## config.mk

```make
export PLATFORM = sky130hd
export DESIGN_NAME = trace_arbiter
export DESIGN_NICKNAME = d
export VERILOG_FILES = /design/src/rtl/trace_arbiter.sv
export SDC_FILE = /design/constraint.sdc
export NUM_CORES = 1
export LEC_CHECK = 0
export ABC_AREA = 1
export CAP_MARGIN = 20
export CORE_MARGIN = 2
export CORE_UTILIZATION = 47
export DETAILED_ROUTE_END_ITERATION = 16
export PLACE_DENSITY_LB_ADDON = 0.08
export SYNTH_ARGS = -nofsm -noshare
export SYNTH_HDL_FRONTEND = slang
export SYNTH_SLANG_ARGS = --single-unit
export TNS_END_PERCENT = 1
```

## constraint.sdc

```tcl
create_clock -name clk -period 25.2 [get_ports clk]
set_clock_uncertainty 0.15 [all_clocks]
set_input_delay 5.04 -clock clk [delete_from_list [all_inputs] [get_ports clk]]
set_output_delay 5.04 -clock clk [all_outputs]
set_load 0.02 [all_outputs]
```

## src/rtl/trace_arbiter.sv

```systemverilog
// trace_arbiter: collects single-cycle trace records from NUM_SRC trackers into
// one holding slot per source, and forwards them one at a time to a downstream
// sink through a round-robin arbiter with a valid/ready handshake. Also provides
// the shared free-running cycle counter that the trackers timestamp against.
module trace_arbiter #(
  parameter int NUM_SRC   = 4,
  parameter int REC_WIDTH = 128,
  parameter int CNT_WIDTH = 32
) (
  input  logic                         clk,
  input  logic                         rst,
  input  logic                         trace_en,
  input  logic [NUM_SRC-1:0]           src_valid,
  input  logic [NUM_SRC*REC_WIDTH-1:0] src_data,
  input  logic                         trace_ready,
  output logic                         trace_valid,
  output logic [REC_WIDTH-1:0]         trace_data,
  output logic [$clog2(NUM_SRC)-1:0]   trace_src,
  output logic [CNT_WIDTH-1:0]         counter_o,
  output logic [NUM_SRC-1:0]           overflow
);

  localparam int SW = $clog2(NUM_SRC);

  typedef enum logic {IDLE, SEND} state_t;

  state_t                            state_q, state_d;
  logic [NUM_SRC-1:0]                full_q;
  logic [NUM_SRC-1:0][REC_WIDTH-1:0] slot_q;
  logic [NUM_SRC-1:0]                overflow_q;
  logic [REC_WIDTH-1:0]              data_q, data_d;
  logic [SW-1:0]                     src_q, src_d;
  logic [SW-1:0]                     lastGrant_q, lastGrant_d;
  logic [CNT_WIDTH-1:0]              cnt_q;
  logic [NUM_SRC-1:0]                clearSlot;
  logic                              found;
  logic [SW-1:0]                     grantIdx;
  logic [SW-1:0]                     cand;

  // Round-robin search: first full slot starting just after the last grant.
  always_comb begin
    found    = 1'b0;
    grantIdx = '0;
    cand     = '0;
    for (int k = 1; k <= NUM_SRC; k++) begin
      cand = SW'((int'(lastGrant_q) + k) % NUM_SRC);
      if (!found && full_q[cand]) begin
        found    = 1'b1;
        grantIdx = cand;
      end
    end
  end

  // Next-state and output logic; a grant copies the slot out and frees it.
  always_comb begin
    state_d     = state_q;
    data_d      = data_q;
    src_d       = src_q;
    lastGrant_d = lastGrant_q;
    clearSlot   = '0;
    trace_valid = 1'b0;
    case (state_q)
      IDLE: begin
        if (found) begin
          data_d              = slot_q[grantIdx];
          src_d               = grantIdx;
          lastGrant_d         = grantIdx;
          clearSlot[grantIdx] = 1'b1;
          state_d             = SEND;
        end
      end
      SEND: begin
        trace_valid = 1'b1;
        if (trace_ready) begin
          state_d = IDLE;
        end
      end
      default: state_d = IDLE;
    endcase
  end

  // Arbiter registers; last grant resets to the top index so source 0 wins first.
  always_ff @(posedge clk or posedge rst) begin
    if (rst) begin
      state_q     <= IDLE;
      data_q      <= '0;
      src_q       <= '0;
      lastGrant_q <= SW'(NUM_SRC - 1);
    end else begin
      state_q     <= state_d;
      data_q      <= data_d;
      src_q       <= src_d;
      lastGrant_q <= lastGrant_d;
    end
  end

  // Holding slots: a slot being granted this cycle may be refilled at once;
  // a strobe into a slot that stays full is dropped and flagged stickily.
  always_ff @(posedge clk or posedge rst) begin
    if (rst) begin
      full_q     <= '0;
      slot_q     <= '0;
      overflow_q <= '0;
    end else begin
      for (int i = 0; i < NUM_SRC; i++) begin
        if (src_valid[i]) begin
          if (!full_q[i] || clearSlot[i]) begin
            slot_q[i] <= src_data[i*REC_WIDTH +: REC_WIDTH];
            full_q[i] <= 1'b1;
          end else begin
            overflow_q[i] <= 1'b1;
          end
        end else if (clearSlot[i]) begin
          full_q[i] <= 1'b0;
        end
      end
    end
  end

  // Shared cycle counter, wraps naturally at its width.
  always_ff @(posedge clk or posedge rst) begin
    if (rst) begin
      cnt_q <= '0;
    end else if (trace_en) begin
      cnt_q <= cnt_q + CNT_WIDTH'(1);
    end
  end

  assign trace_data = data_q;
  assign trace_src  = src_q;
  assign counter_o  = cnt_q;
  assign overflow   = overflow_q;

endmodule

```

---- Word-level counts from Yosys, hierarchy flattened ----
Cells that the tools add are included.
operators by class
  mux-type cells .......................... 38
  bitwise logic cells ..................... 5
  reductions and logical operators ........ 32
  equal/unequal tests ..................... 4
  magnitude comparators ................... 6
  add/subtract/negate cells ............... 5
operators with widths
  operator               count
  $bmux 128 s2           1
  $mux 128               1
  $add 32x1->32 const B  1
  $reduce_and 2->1       13
  $mux 1                 24
  $lt 2x3->1 const B     5
  $bmux 1 s2             4
  $mux 2                 4
  $mux 4                 2
  $ne 2x1->1 const B     4
  $reduce_bool 2->1      4
  $logic_not 1->1        7
  $not 1->1              5
  $add 2x1->2 const B    2
  $add 2x2->2 const B    2
  $logic_and 1x1->1      4
  $logic_or 1x1->1       4
  $demux 1 s2            1
  $ge 2x1->1 const B     1
  $pmux 1 s2             1
storage, ports and cells
  input bits .............................. 520
  word-level logic and storage cells ...... 107
  output and inout bits ................... 167
  register bits ........................... 685

---- Depth between registers and ports, before layout ----
  depth in word-level cells ............... 22
  mapped depth ............................ 19
  depth with buffers taken out ............ 16

---- Least setup slack after synthesis ----
OpenSTA, ideal clock, no wires.
  path kind ............................... input -> register
  from .................................... in trace_en
  to ...................................... reg cnt_q[30], in the netlist counter_o[30]
  library setup time ...................... 123 ps
  arrival ................................. 6,555 ps
  setup slack ............................. 18,372 ps
  stages .................................. 10
  required time ........................... 24,927 ps
  buffers on the path ..................... 1
  path through ............................ buf_4 -> inv_1 -> nor3_1 -> nand2_1 -> nor3_1 -> nand3_1 -> nor2_1 -> nand2_1 -> o21ai_0 -> nand2_1
RTL lines
  item                  line  source
  from (decl)           12    input logic trace_en,
  to (signal assigned)  125   cnt_q <= cnt_q + CNT_WIDTH'(1);
  to (decl)             34    logic [CNT_WIDTH-1:0] cnt_q;

==> impl_metrics.ini <==
[outcome]
outcome = finished, final reports clean

[pwr]
p_leak_nw = 21.6
vdd_ir_drop_max_uv = 165
powerDensity_nw_per_um2 = 158

[sta]
worstMarginPinSlew_ns = 1.18
totalNegativeSetupSlack_ns = 0
slew_headroom = 0.215
grt_setup_unrepaired = false
max_clock_freq_mhz = 122
min_period_over_period = 0.324
drv_slew = 0
fin_crit_ns = 8.17
hold-worst-slack_ns = 0.319
setup_slack_ns = 17.03
hold_viol_final = 0
final-setup-viol-count = 0

[detailed_routing]
ant_nets = 0
wl_microns = 123000
drt_iter0_drc = 3063
drc = 0
route.detailed.wl_per_inst_microns = 21.6
num_vias = 31000
viasPerCell = 5.46
first_pass_iters = 6

[grt]
grt_pass1_vias = 29000
grt_max_degree = 141
overflow = 0
grt_pass1_wl_microns = 182000
track_usage = 0.338
antenna_found_initial = 16

[flow_run]
maxCapViolCount = 0

[layout]
design_area_sq_um = 42100
multi_input_area_sq_um = 12500
syn_to_final_growth_pct = 29.2
final_layout_size_suffix_gt1_frac = 0.0384
area.sequential_sq_um = 17100
nFillCells = 6142
finalNetCount = 5209
layout_commonest_cell = nand2_1
final_cell_mix = nand2_1, nand3_1, dfrtp_1

[placement]
gp_congestion = 0.889
io_buffer_count = 686
pre_cts_ws_ns = 16.30
dp_hpwl_microns = 75900
dpl_cell_area_sq_um = 39600

[worst_setup_path]
crit_type = input pin to async pin
start_kind = input pin
critPathArrivalTime_ns = 8.67
path_max_fanout = 130
end_kind = async pin
required_ns = 25.70

[clock_network]
cts_tree = done
cts_made_buffers = 75
cts_root_buffer = clkbuf_16
cts-resized-gates = 0
clk_latency_ns = 0.61
cts_setup_buffers = 0
clkSinkCount = 685
clk_pin_slew_ns = 0.06
htreeDepth = 3
clockBufferDepth = 3
ctsHoldBuffers = 0

[yosys]
synth_area_sq_um = 32600
syn_area_per_cell_sq_um = 7.78
yosysSeqAreaShare = 0.527
synth-seq-cells = 685
ys_types = 32
yosys_warnings = 0
synthCells = 4183
syn_nets = 4704

[floorplanning]
ioPinCount = 687
dieWidth_microns = 267
start_util = 0.475
core_sq_um = 68600
rows = 96
dieHeight_microns = 267
die_area_sq_um = 71400

[min_path]
hold_class = flop to flop
## critical path, cell delays in order
cell and delay [ns]:
clkdlybuf4s50_1 0.49, inv_8 0.61, buf_4 0.71, buf_4 0.79, buf_4 0.73
## report_power, final
group	total (W)	internal (W)	switching [W]
Combinational	0.00363	0.00113	0.00250
Clock	0.00108	0.000630	0.000454
Sequential	0.00191	0.00162	0.000287
## per-stage QoR
step / total power (W) / util / instances
6_report: 0.00663 / 0.613 / 5684
5_1_grt: 0.00712 / 0.613 / 5681
4_1_cts: 0.00662 / 0.612 / 5667
3_5_place_dp: 0.00552 / 0.578 / 5541
3_3_place_gp: 0.00544 / 0.577 / 5540
2_1_floorplan: 0.00434 / - / 4183
## registers in the layout (all words and copies together) (netlist names)
signal / count
slot_q: 512
trace_data: 128
counter_o: 32
full_q: 4
overflow: 4
lastGrant_q: 2
trace_src: 2
state_q: 1
## cells in the mapped netlist, drive strengths merged
| library cell | n | area (sq um) |
|---|---|---|
| dfrtp | 683 | 17100 |
| nor2 | 23 | 93.8 |
| a21boi | 1 | 7.51 |
| nand2 | 1697 | 6400 |
| o21bai | 4 | 30.0 |
| inv | 428 | 1610 |
| nand3 | 729 | 3670 |
| o31ai | 1 | 7.51 |
| dfstp | 2 | 52.6 |
| a21oi | 1 | 5.00 |
| xor2 | 18 | 158 |
| buf | 170 | 921 |
| nor3b | 1 | 7.51 |
| xnor2 | 11 | 96.3 |
| o21ai | 6 | 30.0 |
| ha | 1 | 12.5 |
| clkbuf | 131 | 492 |
| nand4 | 142 | 888 |
| nor4 | 3 | 18.8 |
| o211ai | 122 | 916 |
| and2 | 1 | 6.26 |
| nor3 | 7 | 35.0 |
| nand3b | 1 | 7.51 |
## cell families (layout without fill, tap and decap cells)
logic type	Yosys count	count (layout)	share of synthesized area
other cells	0	16	0
flops	685	685	0.527
fa+ha+maj	1	1	0.000384
compound gates	135	135	0.0306
simple gates	2604	2604	0.342
xor+xnor	29	29	0.00780
buf+inv	729	1283	0.0928
## worst paths after layout
kind                                            startpoint                        end  slack (ns)  cells past startpoint
worst min-delay path               slot_q[176]$_DFFE_PP0P_    slot_q[176]$_DFFE_PP0P_        0.32                      2
worst max register to register  lastGrant_q[0]$_DFFE_PP1P_     slot_q[83]$_DFFE_PP0P_       19.22                     16
worst min register to register     slot_q[176]$_DFFE_PP0P_    slot_q[176]$_DFFE_PP0P_        0.32                      2
worst max-delay path                                   rst    slot_q[484]$_DFFE_PP0P_       17.03                      5
max in group clk                                  trace_en  counter_o[30]$_DFFE_PP0P_       18.08                     10
min in group asynchronous                              rst    slot_q[251]$_DFFE_PP0P_        4.85                      2
## per-layer routing
metal  vias up  routed length (microns)  GRT usage
met3       256                    10500     0.0580
met4         6                     5190      0.151
met2      1510                    56200      0.520
met5         -                       38          0
met1     15000                    50600      0.469
li1      14300                        -          -
## final cells by class
type | count | share of cell area
antenna | 16 | 0.000952
tap | 931 | 0.0277
inverter | 428 | 0.0385
clock buffer | 116 | 0.0544
clock inverter | 10 | 0.00187
multi-input combinational | 2769 | 0.297
sequential | 685 | 0.408
timing repair buffer | 729 | 0.172
Note: power is estimated with default switching activity, not from simulation.
